$ cat src/rtl/reg_file_pkg.sv
// Shared types for the register file: bus field types and the pending-counter
// update rule used by the scoreboard.
`ifndef SIZE_DATA
`define SIZE_DATA 16
`endif
`ifndef SIZE_TGT_GP
`define SIZE_TGT_GP 4
`endif
`ifndef SIZE_TGT_SR
`define SIZE_TGT_SR 2
`endif

package reg_file_pkg;

  localparam int DATA_W = `SIZE_DATA;
  localparam int GP_AW  = `SIZE_TGT_GP;
  localparam int SR_AW  = `SIZE_TGT_SR;

  typedef logic [DATA_W-1:0] data_t;
  typedef logic [GP_AW-1:0]  gp_addr_t;
  typedef logic [SR_AW-1:0]  sr_addr_t;

  typedef enum logic [1:0] {
    PEND_HOLD,
    PEND_INC,
    PEND_DEC
  } pend_op_e;

  // An issue and a writeback hitting the same register in one cycle cancel out.
  function automatic pend_op_e pend_op(input logic issue_hit, input logic write_hit);
    pend_op_e op;
    op = PEND_HOLD;
    if (issue_hit && !write_hit)      op = PEND_INC;
    else if (write_hit && !issue_hit) op = PEND_DEC;
    return op;
  endfunction

endpackage

$ cat src/rtl/reg_file_if.sv
// Bundle of writeback, read, and issue-tracking signals between the pipeline
// stages (master) and the register file (slave).
interface reg_file_if;
  import reg_file_pkg::*;

  gp_addr_t iw_gp_write_addr;
  data_t    iw_gp_write_data;
  logic     iw_gp_write_enable;

  sr_addr_t iw_sr_write_addr;
  data_t    iw_sr_write_data;
  logic     iw_sr_write_enable;

  gp_addr_t iw_gp_read_addr_a;
  gp_addr_t iw_gp_read_addr_b;
  data_t    ow_gp_read_data_a;
  data_t    ow_gp_read_data_b;

  sr_addr_t iw_sr_read_addr;
  data_t    ow_sr_read_data;

  gp_addr_t iw_issue_gp_tgt;
  logic     iw_issue_gp_we;

  logic     ow_busy_a;
  logic     ow_busy_b;
  logic     ow_issue_stall;

  modport master (
    output iw_gp_write_addr, iw_gp_write_data, iw_gp_write_enable,
    output iw_sr_write_addr, iw_sr_write_data, iw_sr_write_enable,
    output iw_gp_read_addr_a, iw_gp_read_addr_b, iw_sr_read_addr,
    output iw_issue_gp_tgt, iw_issue_gp_we,
    input  ow_gp_read_data_a, ow_gp_read_data_b, ow_sr_read_data,
    input  ow_busy_a, ow_busy_b, ow_issue_stall
  );

  modport slave (
    input  iw_gp_write_addr, iw_gp_write_data, iw_gp_write_enable,
    input  iw_sr_write_addr, iw_sr_write_data, iw_sr_write_enable,
    input  iw_gp_read_addr_a, iw_gp_read_addr_b, iw_sr_read_addr,
    input  iw_issue_gp_tgt, iw_issue_gp_we,
    output ow_gp_read_data_a, ow_gp_read_data_b, ow_sr_read_data,
    output ow_busy_a, ow_busy_b, ow_issue_stall
  );

endinterface

$ cat src/rtl/reg_file_pend_scoreboard.sv
// Per-GP-register saturating count of issued-but-not-written-back instructions,
// with hazard (busy) and issue-stall lookups.
module pend_scoreboard
  import reg_file_pkg::*;
#(
  parameter int ENTRIES = 2**`SIZE_TGT_GP,
  parameter int PEND_W  = 2
) (
  input  logic     iw_clk,
  input  logic     iw_rst,
  input  gp_addr_t iw_issue_tgt,
  input  logic     iw_issue_we,
  input  gp_addr_t iw_write_addr,
  input  logic     iw_write_en,
  input  gp_addr_t iw_read_addr_a,
  input  gp_addr_t iw_read_addr_b,
  output logic     ow_busy_a,
  output logic     ow_busy_b,
  output logic     ow_issue_stall
);

  localparam logic [PEND_W-1:0] CNT_MAX = '1;
  localparam logic [PEND_W-1:0] CNT_ONE = PEND_W'(1);

  logic [ENTRIES-1:0][PEND_W-1:0] cnt_vec;

  for (genvar i = 0; i < ENTRIES; i++) begin : g_entry
    logic              issue_hit;
    logic              write_hit;
    logic [PEND_W-1:0] cnt;

    assign issue_hit = iw_issue_we && (iw_issue_tgt == gp_addr_t'(i));
    assign write_hit = iw_write_en && (iw_write_addr == gp_addr_t'(i));

    // NOTE: state registers use non-blocking (<=) so every flop samples pre-edge values.
    always_ff @(posedge iw_clk or posedge iw_rst) begin
      if (iw_rst) begin
        cnt <= '0;
      end else begin
        unique case (pend_op(issue_hit, write_hit))
          PEND_INC: if (cnt != CNT_MAX) cnt <= cnt + CNT_ONE;
          PEND_DEC: if (cnt != '0)      cnt <= cnt - CNT_ONE;
          default:  ;
        endcase
      end
    end

    assign cnt_vec[i] = cnt;
  end

  // A write landing this cycle on a register with one outstanding write clears
  // the hazard, because the read bypass already returns the new value.
  function automatic logic busy_for(input gp_addr_t addr);
    logic resolved;
    resolved = iw_write_en && (iw_write_addr == addr) && (cnt_vec[addr] == CNT_ONE);
    return (cnt_vec[addr] != '0) && !resolved;
  endfunction

  assign ow_busy_a      = busy_for(iw_read_addr_a);
  assign ow_busy_b      = busy_for(iw_read_addr_b);
  assign ow_issue_stall = (cnt_vec[iw_issue_tgt] == CNT_MAX);

endmodule

$ cat src/rtl/reg_file.sv
// General-purpose and special register file with same-cycle write bypass and a
// pending-write scoreboard for GP hazard detection.
module reg_file
  import reg_file_pkg::*;
#(
  parameter int GP_COUNT = 2**`SIZE_TGT_GP,
  parameter int SR_COUNT = 2**`SIZE_TGT_SR,
  parameter int PEND_W   = 2
) (
  input  logic        iw_clk,
  input  logic        iw_rst,
  reg_file_if.slave   bus
);

  data_t gp_mem [GP_COUNT];
  data_t sr_mem [SR_COUNT];

  // NOTE: storage is reset explicitly since reads must return 0 while in reset,
  // so these arrays are flops, not a RAM macro.
  always_ff @(posedge iw_clk or posedge iw_rst) begin
    if (iw_rst) begin
      for (int i = 0; i < GP_COUNT; i++) gp_mem[i] <= '0;
    end else if (bus.iw_gp_write_enable) begin
      gp_mem[bus.iw_gp_write_addr] <= bus.iw_gp_write_data;
    end
  end

  always_ff @(posedge iw_clk or posedge iw_rst) begin
    if (iw_rst) begin
      for (int i = 0; i < SR_COUNT; i++) sr_mem[i] <= '0;
    end else if (bus.iw_sr_write_enable) begin
      sr_mem[bus.iw_sr_write_addr] <= bus.iw_sr_write_data;
    end
  end

  assign bus.ow_gp_read_data_a =
    (bus.iw_gp_write_enable && bus.iw_gp_write_addr == bus.iw_gp_read_addr_a)
      ? bus.iw_gp_write_data : gp_mem[bus.iw_gp_read_addr_a];

  assign bus.ow_gp_read_data_b =
    (bus.iw_gp_write_enable && bus.iw_gp_write_addr == bus.iw_gp_read_addr_b)
      ? bus.iw_gp_write_data : gp_mem[bus.iw_gp_read_addr_b];

  assign bus.ow_sr_read_data =
    (bus.iw_sr_write_enable && bus.iw_sr_write_addr == bus.iw_sr_read_addr)
      ? bus.iw_sr_write_data : sr_mem[bus.iw_sr_read_addr];

  pend_scoreboard #(
    .ENTRIES (GP_COUNT),
    .PEND_W  (PEND_W)
  ) u_pend_scoreboard (
    .iw_clk         (iw_clk),
    .iw_rst         (iw_rst),
    .iw_issue_tgt   (bus.iw_issue_gp_tgt),
    .iw_issue_we    (bus.iw_issue_gp_we),
    .iw_write_addr  (bus.iw_gp_write_addr),
    .iw_write_en    (bus.iw_gp_write_enable),
    .iw_read_addr_a (bus.iw_gp_read_addr_a),
    .iw_read_addr_b (bus.iw_gp_read_addr_b),
    .ow_busy_a      (bus.ow_busy_a),
    .ow_busy_b      (bus.ow_busy_b),
    .ow_issue_stall (bus.ow_issue_stall)
  );

endmodule

$ cat src/flat_wrapper.sv
// flat-port wrapper written by rule: the top's interface ports become plain ports
module reg_file_flat import reg_file_pkg::*;
#(
  parameter int GP_COUNT = 2**`SIZE_TGT_GP,
  parameter int SR_COUNT = 2**`SIZE_TGT_SR,
  parameter int PEND_W   = 2
)
  (iw_clk, iw_rst, bus_iw_gp_write_addr, bus_iw_gp_write_data, bus_iw_gp_write_enable, bus_iw_sr_write_addr, bus_iw_sr_write_data, bus_iw_sr_write_enable, bus_iw_gp_read_addr_a, bus_iw_gp_read_addr_b, bus_iw_sr_read_addr, bus_iw_issue_gp_tgt, bus_iw_issue_gp_we, bus_ow_gp_read_data_a, bus_ow_gp_read_data_b, bus_ow_sr_read_data, bus_ow_busy_a, bus_ow_busy_b, bus_ow_issue_stall);
  reg_file_if bus_i ();
  input  logic iw_clk;
  input  logic iw_rst;
  input wire logic [$bits(bus_i.iw_gp_write_addr)-1:0] bus_iw_gp_write_addr;
  input wire logic [$bits(bus_i.iw_gp_write_data)-1:0] bus_iw_gp_write_data;
  input wire logic [$bits(bus_i.iw_gp_write_enable)-1:0] bus_iw_gp_write_enable;
  input wire logic [$bits(bus_i.iw_sr_write_addr)-1:0] bus_iw_sr_write_addr;
  input wire logic [$bits(bus_i.iw_sr_write_data)-1:0] bus_iw_sr_write_data;
  input wire logic [$bits(bus_i.iw_sr_write_enable)-1:0] bus_iw_sr_write_enable;
  input wire logic [$bits(bus_i.iw_gp_read_addr_a)-1:0] bus_iw_gp_read_addr_a;
  input wire logic [$bits(bus_i.iw_gp_read_addr_b)-1:0] bus_iw_gp_read_addr_b;
  input wire logic [$bits(bus_i.iw_sr_read_addr)-1:0] bus_iw_sr_read_addr;
  input wire logic [$bits(bus_i.iw_issue_gp_tgt)-1:0] bus_iw_issue_gp_tgt;
  input wire logic [$bits(bus_i.iw_issue_gp_we)-1:0] bus_iw_issue_gp_we;
  output wire logic [$bits(bus_i.ow_gp_read_data_a)-1:0] bus_ow_gp_read_data_a;
  output wire logic [$bits(bus_i.ow_gp_read_data_b)-1:0] bus_ow_gp_read_data_b;
  output wire logic [$bits(bus_i.ow_sr_read_data)-1:0] bus_ow_sr_read_data;
  output wire logic [$bits(bus_i.ow_busy_a)-1:0] bus_ow_busy_a;
  output wire logic [$bits(bus_i.ow_busy_b)-1:0] bus_ow_busy_b;
  output wire logic [$bits(bus_i.ow_issue_stall)-1:0] bus_ow_issue_stall;
  assign bus_i.iw_gp_write_addr = bus_iw_gp_write_addr;
  assign bus_i.iw_gp_write_data = bus_iw_gp_write_data;
  assign bus_i.iw_gp_write_enable = bus_iw_gp_write_enable;
  assign bus_i.iw_sr_write_addr = bus_iw_sr_write_addr;
  assign bus_i.iw_sr_write_data = bus_iw_sr_write_data;
  assign bus_i.iw_sr_write_enable = bus_iw_sr_write_enable;
  assign bus_i.iw_gp_read_addr_a = bus_iw_gp_read_addr_a;
  assign bus_i.iw_gp_read_addr_b = bus_iw_gp_read_addr_b;
  assign bus_i.iw_sr_read_addr = bus_iw_sr_read_addr;
  assign bus_i.iw_issue_gp_tgt = bus_iw_issue_gp_tgt;
  assign bus_i.iw_issue_gp_we = bus_iw_issue_gp_we;
  assign bus_ow_gp_read_data_a = bus_i.ow_gp_read_data_a;
  assign bus_ow_gp_read_data_b = bus_i.ow_gp_read_data_b;
  assign bus_ow_sr_read_data = bus_i.ow_sr_read_data;
  assign bus_ow_busy_a = bus_i.ow_busy_a;
  assign bus_ow_busy_b = bus_i.ow_busy_b;
  assign bus_ow_issue_stall = bus_i.ow_issue_stall;
  reg_file #(.GP_COUNT(GP_COUNT), .SR_COUNT(SR_COUNT), .PEND_W(PEND_W)) u_core (.iw_clk(iw_clk), .iw_rst(iw_rst), .bus(bus_i));
endmodule
$ cat config.mk
export PLATFORM = sky130hd
export DESIGN_NAME = reg_file_flat
export DESIGN_NICKNAME = d
export VERILOG_FILES = /design/src/rtl/reg_file_pkg.sv /design/src/rtl/reg_file_if.sv /design/src/rtl/reg_file_pend_scoreboard.sv /design/src/rtl/reg_file.sv /design/src/flat_wrapper.sv
export SDC_FILE = /design/constraint.sdc
export NUM_CORES = 1
export LEC_CHECK = 0
export ABC_CLOCK_PERIOD_IN_PS = 29600
export CORE_AREA = 4 4 219 221
export CTS_CLUSTER_DIAMETER = 30
export DETAILED_ROUTE_END_ITERATION = 16
export DIE_AREA = 0 0 223 225
export PLACE_DENSITY_LB_ADDON = 0.3
export SLEW_MARGIN = 20
export SYNTH_ARGS = -nofsm -noshare
export SYNTH_HDL_FRONTEND = slang
export SYNTH_HIERARCHICAL = 1
export SYNTH_SLANG_ARGS = --single-unit
$ cat constraint.sdc
create_clock -name iw_clk -period 29.6 [get_ports iw_clk]
set_input_delay 5.92 -clock iw_clk [delete_from_list [all_inputs] [get_ports iw_clk]]
set_output_delay 5.92 -clock iw_clk [all_outputs]
set_load 0.01 [all_outputs]
After elaboration in Yosys (flattened, before gate mapping)
Cells that the tools add are included.
{"block": "word_totals", "register_bits": 352, "output_inout_bits": 51}
{"block": "classes", "addsub": 32, "n_lt_le_gt_ge": 10, "eq_ne": 116, "muxes": 104, "bitwise": 5, "n_reduce_logical": 159}
{"cell": "bitwise mux 256 bit", "n": 1}
{"cell": "two-way mux 16 bit", "n": 11}
{"cell": "two-way mux 2 bit", "n": 67}
{"cell": "binary-select mux 16 bit (select 4 bit)", "n": 2}
{"cell": "!= test 2 bit, second input constant", "n": 48}
{"cell": "logical AND 1 bit", "n": 73}
{"cell": "nonzero test 2 bit", "n": 34}
{"cell": "bitwise mux 64 bit", "n": 1}
{"cell": "demux 16 bit (select 4 bit)", "n": 1}
{"cell": "== test 4 bit, second input constant", "n": 16}
{"cell": "case mux 2 bit (2 select lines)", "n": 16}
{"cell": "AND reduction 3 bit", "n": 16}
{"cell": "== test 2 x 1 -> 1 bit, second input constant", "n": 18}
{"cell": "== test 2 bit, second input constant", "n": 17}
{"cell": "logical NOT 1 bit", "n": 34}
{"cell": "adder 2 x 1 -> 2 bit, second input constant", "n": 16}
{"cell": "binary-select mux 16 bit (select 2 bit)", "n": 1}
{"cell": "demux 16 bit (select 2 bit)", "n": 1}
{"cell": "== test 4 x 3 -> 1 bit, second input constant", "n": 8}
{"cell": "subtractor 2 x 1 -> 2 bit, second input constant", "n": 16}
{"cell": "binary-select mux 2 bit (select 4 bit)", "n": 3}
{"cell": "== test 4 x 2 -> 1 bit, second input constant", "n": 4}
{"cell": "greater-or-equal comparator 5 bit, second input constant", "n": 3}
{"cell": "less-than comparator 4 x 5 -> 1 bit, second input constant", "n": 3}
{"cell": "other kinds (9)", "n": 16}

Logic depth before layout (Yosys ltp)
Gate-level depths: netlist of run 1.
{"block": "logic_depth", "depth_word": 9, "mapped_depth": 10, "depth_no_buf": 8}

Cells and area by module
Netlist of run 1, hierarchy kept.
{"mod": "reg_file", "n_inst": 1, "cells_each": 1071, "area_each_um2": 17605.6, "seq_area_each_um2": 8007.7}
{"mod": "pend_scoreboard", "n_inst": 1, "cells_each": 341, "area_each_um2": 2980.4, "seq_area_each_um2": 800.8}

Least setup slack after synthesis of run 1
Ideal clock, no wire load.
{"block": "synth_path", "path_type": "input -> output", "startpoint": "input port bus_iw_gp_read_addr_a[3]", "endpoint": "output port bus_ow_gp_read_data_a[10]", "arrival_time_ns": 7.303, "t_required_ns": 23.680, "slack_ns": 16.377, "cell_stages": 7, "cell_sequence": "buf_4 > buf_2 > buf_2 > mux4_2 > mux2i_1 > mux2i_1 > mux2_4"}
{"block": "synth_via", "elab_chain_cells": 5}
{"element": "from (decl)", "line": "flat_wrapper.sv:18", "rtl": "input wire logic [$bits(bus_i.iw_gp_read_addr_a)-1:0] bus_iw_gp_read_addr_a;"}
{"element": "NOT 4 -> 5 bit (implied by the code)", "line": "reg_file.sv:38", "rtl": "? bus.iw_gp_write_data : gp_mem[bus.iw_gp_read_addr_a];"}
{"element": "binary-select mux 16 bit (select 4 bit)", "line": "reg_file.sv:38"}
{"element": "two-way mux 16 bit (implied by the code) (2 in a row)", "line": "reg_file.sv:38"}
{"element": "two-way mux 16 bit *", "line": "reg_file.sv:38"}
{"element": "to (decl)", "line": "flat_wrapper.sv:23", "rtl": "output wire logic [$bits(bus_i.ow_gp_read_data_a)-1:0] bus_ow_gp_read_data_a;"}
Mark *: on every way between the ends. The rest lies on a longest branch, timed or not. The select of a mux whose other input is x is not followed.

Worst setup path in the final report of run 1
{"block": "layout_path", "startpoint": "input port bus_iw_gp_read_addr_b[0]", "endpoint": "output port bus_ow_gp_read_data_b[12]"}
{"block": "layout_via", "elab_chain_cells": 5}
{"element": "from (decl)", "line": "flat_wrapper.sv:19", "rtl": "input wire logic [$bits(bus_i.iw_gp_read_addr_b)-1:0] bus_iw_gp_read_addr_b;"}
{"element": "NOT 4 -> 5 bit (implied by the code)", "line": "reg_file.sv:42", "rtl": "? bus.iw_gp_write_data : gp_mem[bus.iw_gp_read_addr_b];"}
{"element": "binary-select mux 16 bit (select 4 bit)", "line": "reg_file.sv:42"}
{"element": "two-way mux 16 bit (implied by the code) (2 in a row)", "line": "reg_file.sv:42"}
{"element": "two-way mux 16 bit *", "line": "reg_file.sv:42"}
{"element": "to (decl)", "line": "flat_wrapper.sv:24", "rtl": "output wire logic [$bits(bus_i.ow_gp_read_data_b)-1:0] bus_ow_gp_read_data_b;"}
Marked as above.

==> results_dict.tcl, run 1 <==
set metrics [dict create \
    run_status "finished clean" \
    final_cell_utilization_of_the_core 0.547 \
    post_drt_wl_per_cell_um 24.1 \
    synthesized_netlist_cell_count 1412 \
    die-height_um 225 \
    ctsLongestPathBuffers 3 \
    switching_share 0.258 \
    pin_count_of_the_biggest_net_entering_global_routing 113 \
    synthFlopType "sky130_fd_sc_hd__dfrtp_1" \
    final.setup.tns_ps 0 \
    worst_skew_pair.late_latency_ps 610 \
    power.clock.fraction 0.487 \
    ys_ff_latch 352 \
    finalSetupViolations 0 \
    worstPathArrival_ps 9220 \
    max-vdd-ir-drop_v 0.0000547 \
    dp_hpwl_um 30800 \
    post_synth.cell_area_avg_um2 14.6 \
    fin_skew_ps 19.9 \
    power.density_nw_per_um2 85.8 \
    critical_path.startpoint_type "input port" \
    multi_input_logic_area_um2 11000 \
    route.antenna.remaining_nets 0 \
    postCtsHoldBufs 0 \
    critPathTopFamily "buffers and inverters" \
    drive_above_1_share 0.356 \
    hold_ws_ps 487 \
    drtIter0Drc 913 \
    leakage_uw 0.0108 \
    detail_route.first_pass.iterations 7 \
    fillers 3678 \
    tightestPinTransition_ps 1070 \
    critPathMaxFanout 49 \
    most_frequent_standard_cell_in_the_layout_excluding_fill_and_tap_cells "sky130_fd_sc_hd__dfrtp_1" \
    gp_congestion 0.815 \
    synth.lib_cells_used.distinct 54 \
    synth_area_um2 20600 \
    placed_cell_area_um2 21900 \
    critical_path_class "input port to primary output" \
    async_flop_share 1.00 \
    final_cell_mix "sky130_fd_sc_hd__dfrtp_1 (352), sky130_fd_sc_hd__mux2_2 (217), sky130_fd_sc_hd__mux2_1 (126)" \
    p_int_uw 1610 \
    max-cap-violations 0 \
    vias_in_the_first_global_route 14200 \
    path_clk_slew_ps 40 \
    stdcell_count 2210 \
    antenna_violations_before_repair 0 \
    max-slew-margin-rel 0.290 \
    fmax_mhz 66.0 \
    cts_buffers 91 \
    fp.dieW_um 223 \
    critPathRequiredTime_ps 23680 \
    worst_hold_path_type "flip-flop to flip-flop" \
    antenna-diode-count 0 \
    timing.final.crit_share 0.511 \
    grtUsageTotal 0.213 \
    cpMostUsedCell "sky130_fd_sc_hd__buf_4" \
    syn-num-nets 1477 \
    cts_sinks 352 \
    dpl.cell_count 2042 \
    storage_cell_area_um2 8810 \
    place.port_buffers 107 \
    cp_slowest_cell "sky130_fd_sc_hd__buf_4" \
    nets 1593 \
    grt_overflow_total 0 \
    floorplan.die_area_um2 50200 \
    switchingPower_uw 558 \
    post_cts_resized 0 \
    yosysWarningCount 6 \
    endpoints_failing_hold 0 \
    vias 13200 \
    synth_sequential_area_ratio 0.428 \
    critical_path.cell_chain "buf_4 -> buf_4 -> xor2_1 -> nor4_4 -> buf_4 -> mux2_2 -> clkdlybuf4s50_1" \
    timing_max_transition_violations_final 0 \
    rows 79 \
    core_region_area_um2 46200 \
    cts_tree "done" \
    detail_routed_via_count_per_cell 5.97 \
    count_of_boundary_i_o_pins 108 \
    post-route-drc-count 0 \
    grt_setup_unrepaired "false" \
    area_growth_pct 22.6 \
    max_stage_delay_ps 810 \
    period_minus_slack_ps 15140 \
    postcts_setup_bufs 0 \
    synth_edf_count 0 \
    total_routed_length_um 53200 \
    timing.critical_path.to_type "primary output" \
    share_seq_of_total_power 0.318 \
    floorplan.initialDensity 0.446 \
    ctsHtreeMaxLevel 3 \
    p_comb_frac 0.195 \
    finish.instance_area_um2 25200 \
    grt_pass1_wl_um 83600 \
    clock_tree.root_cell "sky130_fd_sc_hd__clkbuf_16" \
    cp_num_buf_inv 4 \
]
## cells by family (layout without fill, tap and decap cells)
logic type / after synthesis / in the layout / synth area share
AOI/OAI and AO/OA: 114 / 114 / 0.0376
buffers and inverters: 140 / 331 / 0.0400
xor gates and xnor gates: 18 / 18 / 0.00766
muxes: 638 / 638 / 0.443
and+or+nand+nor: 142 / 142 / 0.0393
adders and majority gates: 8 / 8 / 0.00486
DFF: 352 / 352 / 0.428
## cell type report
cell class                      instances  share of cell area
Clock buffer                          115              0.0978
Clock inverter                         53              0.0337
Inverter                               25             0.00401
Multi-Input combinational cell        920               0.435
Sequential cell                       352               0.349
Tap cell                              607              0.0301
Timing Repair Buffer                  138              0.0505
## stage by stage
stage	total power, µW	worst slack [ps]
2_1_floorplan	977	14820
3_3_place_gp	1100	14500
3_5_place_dp	1110	14450
4_1_cts	2190	14450
5_1_grt	2270	14340
6_report	2170	14460
## cell usage after synthesis, types with 3 or more instances
master | n | share of area
sky130_fd_sc_hd__xnor2_1 | 6 | 0.0026
sky130_fd_sc_hd__buf_4 | 7 | 0.0026
sky130_fd_sc_hd__a311oi_1 | 3 | 0.0013
sky130_fd_sc_hd__nor3_2 | 3 | 0.0015
sky130_fd_sc_hd__mux2_1 | 126 | 0.069
sky130_fd_sc_hd__o211ai_1 | 6 | 0.0022
sky130_fd_sc_hd__o21ai_0 | 45 | 0.011
sky130_fd_sc_hd__nand2b_1 | 7 | 0.0021
sky130_fd_sc_hd__mux2i_1 | 108 | 0.053
sky130_fd_sc_hd__a21oi_1 | 19 | 0.0046
sky130_fd_sc_hd__a211oi_1 | 6 | 0.0022
sky130_fd_sc_hd__nand3_1 | 18 | 0.0044
sky130_fd_sc_hd__clkbuf_1 | 30 | 0.0055
sky130_fd_sc_hd__nor2b_1 | 8 | 0.0024
sky130_fd_sc_hd__o2111ai_1 | 3 | 0.0013
sky130_fd_sc_hd__a31oi_1 | 4 | 0.0012
sky130_fd_sc_hd__nand2_1 | 28 | 0.0051
sky130_fd_sc_hd__mux4_1 | 46 | 0.059
sky130_fd_sc_hd__nor3_1 | 4 | 0.00097
sky130_fd_sc_hd__dfrtp_1 | 352 | 0.43
sky130_fd_sc_hd__a221o_1 | 14 | 0.0068
sky130_fd_sc_hd__a2bb2oi_1 | 4 | 0.0017
sky130_fd_sc_hd__xor2_1 | 12 | 0.0051
sky130_fd_sc_hd__ha_1 | 8 | 0.0049
sky130_fd_sc_hd__buf_2 | 60 | 0.015
sky130_fd_sc_hd__mux2_4 | 29 | 0.021
sky130_fd_sc_hd__nor2_2 | 5 | 0.0015
sky130_fd_sc_hd__inv_1 | 25 | 0.0046
sky130_fd_sc_hd__nor3b_1 | 11 | 0.0040
sky130_fd_sc_hd__mux4_2 | 111 | 0.12
sky130_fd_sc_hd__nand3b_1 | 6 | 0.0022
sky130_fd_sc_hd__or2_2 | 3 | 0.00091
sky130_fd_sc_hd__buf_12 | 7 | 0.0068
sky130_fd_sc_hd__nor2_1 | 32 | 0.0058
sky130_fd_sc_hd__mux2_2 | 217 | 0.12
sky130_fd_sc_hd__buf_6 | 11 | 0.0060
sky130_fd_sc_hd__or3_1 | 5 | 0.0015
## path summary, 6_finish.rpt
check / startpoint / slack, ps / endpoint / cells after the start
max: bus_iw_gp_read_addr_b[0] / 14460 / bus_ow_gp_read_data_b[12] / 7
min: u_core/sr_mem[55] / 490 / u_core/sr_mem[55] / 1
max reg2reg: u_core/u_pend_scoreboard/g_entry[9].cnt[0] / 28440 / u_core/u_pend_scoreboard/g_entry[9].cnt[0] / 3
min reg2reg: u_core/sr_mem[55] / 490 / u_core/sr_mem[55] / 1
max in group asynchronous: iw_rst / 21360 / u_core/gp_mem[219] / 4
min in group asynchronous: iw_rst / 5830 / u_core/sr_mem[36] / 2
## layer usage
metal,up-vias,wire length (µm),GRT usage
met2,378,26000,0.348
met4,0,1170,0.0614
met5,-,0,0
li1,5749,-,-
met1,6978,23400,0.294
met3,95,2690,0.0412
## state kept, by name (all words and copies together), names as in the netlist
name,count
u_core/u_pend_scoreboard/g_entry.cnt,32
u_core/sr_mem,64
u_core/gp_mem,256
## power by group through the flow
stage | clock network, µW | logic [µW] | registers, µW
3_3_place_gp | 0 | 413 | 683
2_1_floorplan | 0 | 318 | 659
4_1_cts | 1070 | 426 | 687
6_report | 1060 | 423 | 689
5_1_grt | 1100 | 460 | 706
3_5_place_dp | 0 | 423 | 692
(Power assumes the default switching activity.)
==> run 2, diff against run 1 <==
ABC_CLOCK_PERIOD_IN_PS = 14780   (was 29600)
clock period = 14.78 ns   (was 29.6 ns; I/O delays follow)
==> run 2 against run 1 <==
  * Sequential cell count unchanged
  * Sequential power up 100%
  * Critical path depth unchanged
==> results_dict.tcl, run 2 (synthesis gave the netlist of run 1 again) <==
set metrics [dict create \
    cts_buffers 88 \
    nets 1590 \
    critical_path_class "input port to primary output" \
    finalSetupViolations 0 \
    drtIter0Drc 913 \
    most_frequent_standard_cell_in_the_layout_excluding_fill_and_tap_cells "sky130_fd_sc_hd__dfrtp_1" \
    postcts_setup_bufs 0 \
    worst_slack_ps 5550 \
    floorplan.die_area_um2 50200 \
    post-route-drc-count 0 \
    r2r-start "u_core/u_pend_scoreboard/g_entry[9].cnt[0]" \
    detail_route.first_pass.iterations 5 \
    floorplan.initialDensity 0.446 \
    critical_path.startpoint_type "input port" \
    max-vdd-ir-drop_v 0.000146 \
    placed_cell_area_um2 21900 \
    post_drt_wl_per_cell_um 24.1 \
    post_cts_resized 0 \
    critPathMaxFanout 49 \
    fin_skew_ps 3.52 \
    worst_hold_path_type "flip-flop to flip-flop" \
    run_status "finished clean" \
    dp_hpwl_um 30900 \
    worstHoldStart "u_core/sr_mem[56]" \
    pin_count_of_the_biggest_net_entering_global_routing 113 \
    timing.critical_path.to_type "primary output" \
    period_minus_slack_ps 9230 \
    postCtsHoldBufs 0 \
    rows 79 \
    antenna_violations_before_repair 0 \
    regMostFlops "u_core/gp_mem" \
    detail_routed_via_count_per_cell 5.99 \
    critPathRequiredTime_ps 11820 \
    endpoints_failing_hold 0 \
    vias 13200 \
    switching_share 0.265 \
    tightestPinTransition_ps 1060 \
    worst_skew_pair.late_latency_ps 600 \
    fillers 3712 \
    timing_max_transition_violations_final 0 \
    core_region_area_um2 46200 \
    final.setup.tns_ps 0 \
    gp_congestion 0.817 \
    grt_pass1_wl_um 83300 \
    ctsHtreeMaxLevel 3 \
    switchingPower_uw 1090 \
    timing.final.crit_share 0.625 \
    clock_tree.root_cell "sky130_fd_sc_hd__clkbuf_16" \
    drive_above_1_share 0.353 \
    crit_start "bus_iw_gp_read_addr_b[0]" \
    total_routed_length_um 53000 \
    route.antenna.remaining_nets 0 \
    max-cap-violations 0 \
    max-slew-margin-rel 0.293 \
    reg.largest.list "u_core/gp_mem (256), u_core/sr_mem (64), u_core/u_pend_scoreboard/g_entry.cnt (32)" \
    finish.instance_area_um2 24900 \
    largest_reg_flops 256 \
    count_of_boundary_i_o_pins 108 \
    ctsLongestPathBuffers 3 \
    vias_in_the_first_global_route 14200 \
    fp.dieW_um 223 \
    antenna-diode-count 0 \
    power.clock.fraction 0.458 \
    die-height_um 225 \
    place.port_buffers 107 \
    cts_sinks 352 \
    grt_overflow_total 0 \
    p_int_uw 3010 \
    leakage_uw 0.0106 \
    worstPathArrival_ps 6280 \
    multi_input_logic_area_um2 11000 \
    grt_setup_unrepaired "false" \
    p_comb_frac 0.206 \
    share_seq_of_total_power 0.336 \
    power.density_nw_per_um2 165 \
    storage_cell_area_um2 8810 \
    fmax_mhz 108 \
    placement.setup.worst_slack_ps 5540 \
    final_cell_mix "sky130_fd_sc_hd__dfrtp_1 (352), sky130_fd_sc_hd__mux2_2 (217), sky130_fd_sc_hd__mux2_1 (126)" \
    grtUsageTotal 0.212 \
    path_clk_slew_ps 40 \
    cts_tree "done" \
    area_growth_pct 20.9 \
]
-- run 2: final timing paths --
| path | endpoint | slack [ps] | cells past startpoint |
|---|---|---|---|
| worst max register to register | u_core/u_pend_scoreboard/g_entry[9].cnt[0] | 13650 | 3 |
| worst max-delay path | bus_ow_gp_read_data_b[15] | 5550 | 7 |
| min in group asynchronous | u_core/sr_mem[36] | 2920 | 2 |
| worst min register to register | u_core/sr_mem[56] | 480 | 1 |
| max in group asynchronous | u_core/gp_mem[140] | 9570 | 4 |
| worst min-delay path | u_core/sr_mem[56] | 480 | 1 |
-- run 2: layout make-up --
cell class	instances	area share
Inverter	25	0.00407
Clock inverter	34	0.0167
Clock buffer	124	0.103
Tap cell	607	0.0305
Sequential cell	352	0.354
Multi-Input combinational cell	920	0.441
Timing Repair Buffer	138	0.0512
-- run 2: critical path, stage by stage --
cell                              delay, ps
sky130_fd_sc_hd__buf_4                  350
sky130_fd_sc_hd__buf_4                  810
sky130_fd_sc_hd__xor2_1                 210
sky130_fd_sc_hd__nor4_4                 610
sky130_fd_sc_hd__buf_4                  410
sky130_fd_sc_hd__mux2_2                 380
sky130_fd_sc_hd__clkdlybuf4s50_1        480
-- run 2: power groups by stage --
stage	sequential (µW)	combinational [µW]	clock [µW]
after floorplan	1320	638	0
after CTS	1380	852	1920
after global placement	1370	827	0
after detailed placement	1390	846	0
after global routing	1410	919	1970
final	1380	845	1880
-- run 2: layer usage --
layer,track usage,up-vias,wire length (µm),part of all wire
li1,-,5736,-,-
met3,0.0455,105,2500,0.047
met2,0.343,351,25500,0.48
met5,0,-,0,0
met4,0.0672,0,1290,0.024
met1,0.290,6986,23700,0.45
-- run 2: per-stage QoR --
stage | util | total power, µW | cells | hold slack (ps)
CTS | 0.539 | 4150 | 2200 | 487
global route | 0.539 | 4300 | 2200 | 498
global placement | 0.475 | 2190 | 2042 | 463
finish | 0.539 | 4100 | 2200 | 484
detailed placement | 0.475 | 2230 | 2042 | 474
floorplan | - | 1960 | 1412 | 453
==> run 3, diff against run 2 <==
ABC_CLOCK_PERIOD_IN_PS = 9550   (was 14780)
clock period = 9.55 ns   (was 14.78 ns; I/O delays follow)
==> run 3 against run 2 <==
  * Worst hold slack got worse by 4.0 ps
  * Cell count rose by 0.41%
  * Core utilization rose by 0.13 points
  * Sequential power rose by 55%
  * Critical path depth did not move
  * Die area did not move
  * Non-clock buffer count rose by 3
  * Critical endpoint unchanged
  * Largest cell class unchanged
  * Largest power group unchanged
  * Highest routed layer unchanged
==> results_dict.tcl, run 3 (synthesis gave the netlist of run 1 again) <==
set metrics [dict create \
    run_status "finished clean" \
    worst_hold_path_type "flip-flop to flip-flop" \
    cts_sinks 352 \
    postcts_setup_bufs 0 \
    total_routed_length_um 53300 \
    vias 13200 \
    grt_overflow_total 0 \
    vias_in_the_first_global_route 14100 \
    most_frequent_standard_cell_in_the_layout_excluding_fill_and_tap_cells "sky130_fd_sc_hd__dfrtp_1" \
    timing_max_transition_violations_final 0 \
    timing.final.crit_share 0.723 \
    pin_count_of_the_biggest_net_entering_global_routing 151 \
    critical_path_class "input port to primary output" \
    post_drt_wl_per_cell_um 24.1 \
    critical_path.cell_chain "clkdlybuf4s50_1 -> xnor2_1 -> nand2_1 -> nor4_4 -> buf_4 -> mux2_2 -> clkdlybuf4s50_1" \
    fp.dieW_um 223 \
    gp_congestion 0.827 \
    final_cell_mix "sky130_fd_sc_hd__dfrtp_1 (352), sky130_fd_sc_hd__mux2_2 (217), sky130_fd_sc_hd__mux2_1 (126)" \
    detail_routed_via_count_per_cell 6.00 \
    ctsLongestPathBuffers 3 \
    tightestPinTransition_ps 1010 \
    die-height_um 225 \
    ctsHtreeMaxLevel 3 \
    post-route-drc-count 0 \
    detailroute.wirelength.met3_um 2440 \
    grtUsageTotal 0.211 \
    worst_r2r_path_depth 3 \
    fin_skew_ps 16.6 \
    path_clk_slew_ps 50 \
    max-cap-violations 0 \
    cpMostUsedCell "sky130_fd_sc_hd__clkdlybuf4s50_1" \
    endpoints_failing_hold 0 \
    critPathRequiredTime_ps 7640 \
    reg.largest.list "u_core/gp_mem (256), u_core/sr_mem (64), u_core/u_pend_scoreboard/g_entry.cnt (32)" \
    core_region_area_um2 46200 \
    regMostFlops "u_core/gp_mem" \
    postCtsHoldBufs 0 \
    cts_tree "done" \
    clock_tree.root_cell "sky130_fd_sc_hd__clkbuf_16" \
    fmax_mhz 145 \
    wl_met1_um 23100 \
    hold-path-cell-count 1 \
    floorplan.die_area_um2 50200 \
    max-slew-margin-rel 0.322 \
    worstPathArrival_ps 5000 \
    antenna-diode-count 0 \
    rows 79 \
    final_cell_utilization_of_the_core 0.541 \
    power.density_nw_per_um2 256 \
    largest_reg_flops 256 \
    leakage_uw 0.0107 \
    drtIter0Drc 803 \
    count_of_boundary_i_o_pins 108 \
    detail_route.first_pass.iterations 5 \
    critical_path.startpoint_type "input port" \
    max-vdd-ir-drop_v 0.000177 \
    critPathMaxFanout 17 \
    grt_setup_unrepaired "false" \
    antenna_violations_before_repair 0 \
    nets 1594 \
    met2_routed_length_um 26600 \
    route.antenna.remaining_nets 0 \
    max_stage_delay_ps 920 \
    post_cts_resized 0 \
    floorplan.initialDensity 0.446 \
    cts_buffers 89 \
    dp_hpwl_um 31400 \
    grt_pass1_wl_um 82900 \
    finalSetupViolations 0 \
    timing.critical_path.to_type "primary output" \
    worst_skew_pair.late_latency_ps 600 \
    cp_slowest_cell "sky130_fd_sc_hd__clkdlybuf4s50_1" \
    highest_layer "met4" \
    place.port_buffers 107 \
    period_minus_slack_ps 6910 \
    final.setup.tns_ps 0 \
    drive_above_1_share 0.350 \
    area_growth_pct 21.2 \
]
==> run 3: cell count changes in the layout (fill, tap and decap cells not counted), sizes merged <==
cell / previous run / this run
clkbuf: 124 / 120
bufinv: 6 / 9
clkinv: 19 / 18
buf: 39 / 42
inv: 27 / 32
clkinvlp: 7 / 10
==> run 3: routing by layer <==
layer	up-vias	global-route usage
li1	5757	-
met1	7045	0.281
met2	353	0.355
met3	91	0.0425
met4	0	0.0632
met5	-	0
==> run 3: worst max-delay path, delay by kind of cell <==
| kind | cells | cell delay (ps) |
|---|---|---|
| xor gates and xnor gates | 1 | 190 |
| and+or+nand+nor | 2 | 650 |
| buffers and inverters | 3 | 1820 |
| muxes | 1 | 410 |
==> run 3: cell type report <==
type / instances / area (µm²)
clock buffer: 120 / 2410
clock inverter: 44 / 573
fill: 3678 / 21200
inverter: 25 / 97.6
multi-input combinational: 920 / 11000
sequential: 352 / 8810
tap: 607 / 759
timing repair buffer: 141 / 1330
==> run 3: stage by stage <==
stage	cells	area (µm²)	power, µW	setup WS [ps]	hold WS (ps)
finish	2209	25000	6400	2640	480
global route	2209	25000	6700	2540	498
CTS	2208	24900	6450	2660	484
detailed placement	2044	21900	3460	2680	474
global placement	2044	21900	3400	2720	464
floorplan	1412	20600	3030	3370	453
==> run 3: final timing paths <==
kind / from / slack (ps) / end
setup reg to reg: u_core/u_pend_scoreboard/g_entry[14].cnt[0] / 8440 / u_core/u_pend_scoreboard/g_entry[14].cnt[0]
min in group asynchronous: iw_rst / 1690 / u_core/sr_mem[14]
hold / removal: u_core/sr_mem[56] / 480 / u_core/sr_mem[56]
setup / recovery: bus_iw_gp_write_addr[1] / 2640 / bus_ow_gp_read_data_b[15]
max in group asynchronous: iw_rst / 6510 / u_core/gp_mem[11]
hold reg to reg: u_core/sr_mem[56] / 480 / u_core/sr_mem[56]
==> run 3: power by group <==
| group | internal [µW] | switching, µW |
|---|---|---|
| clock network | 2020 | 933 |
| logic | 807 | 505 |
| registers | 1850 | 290 |
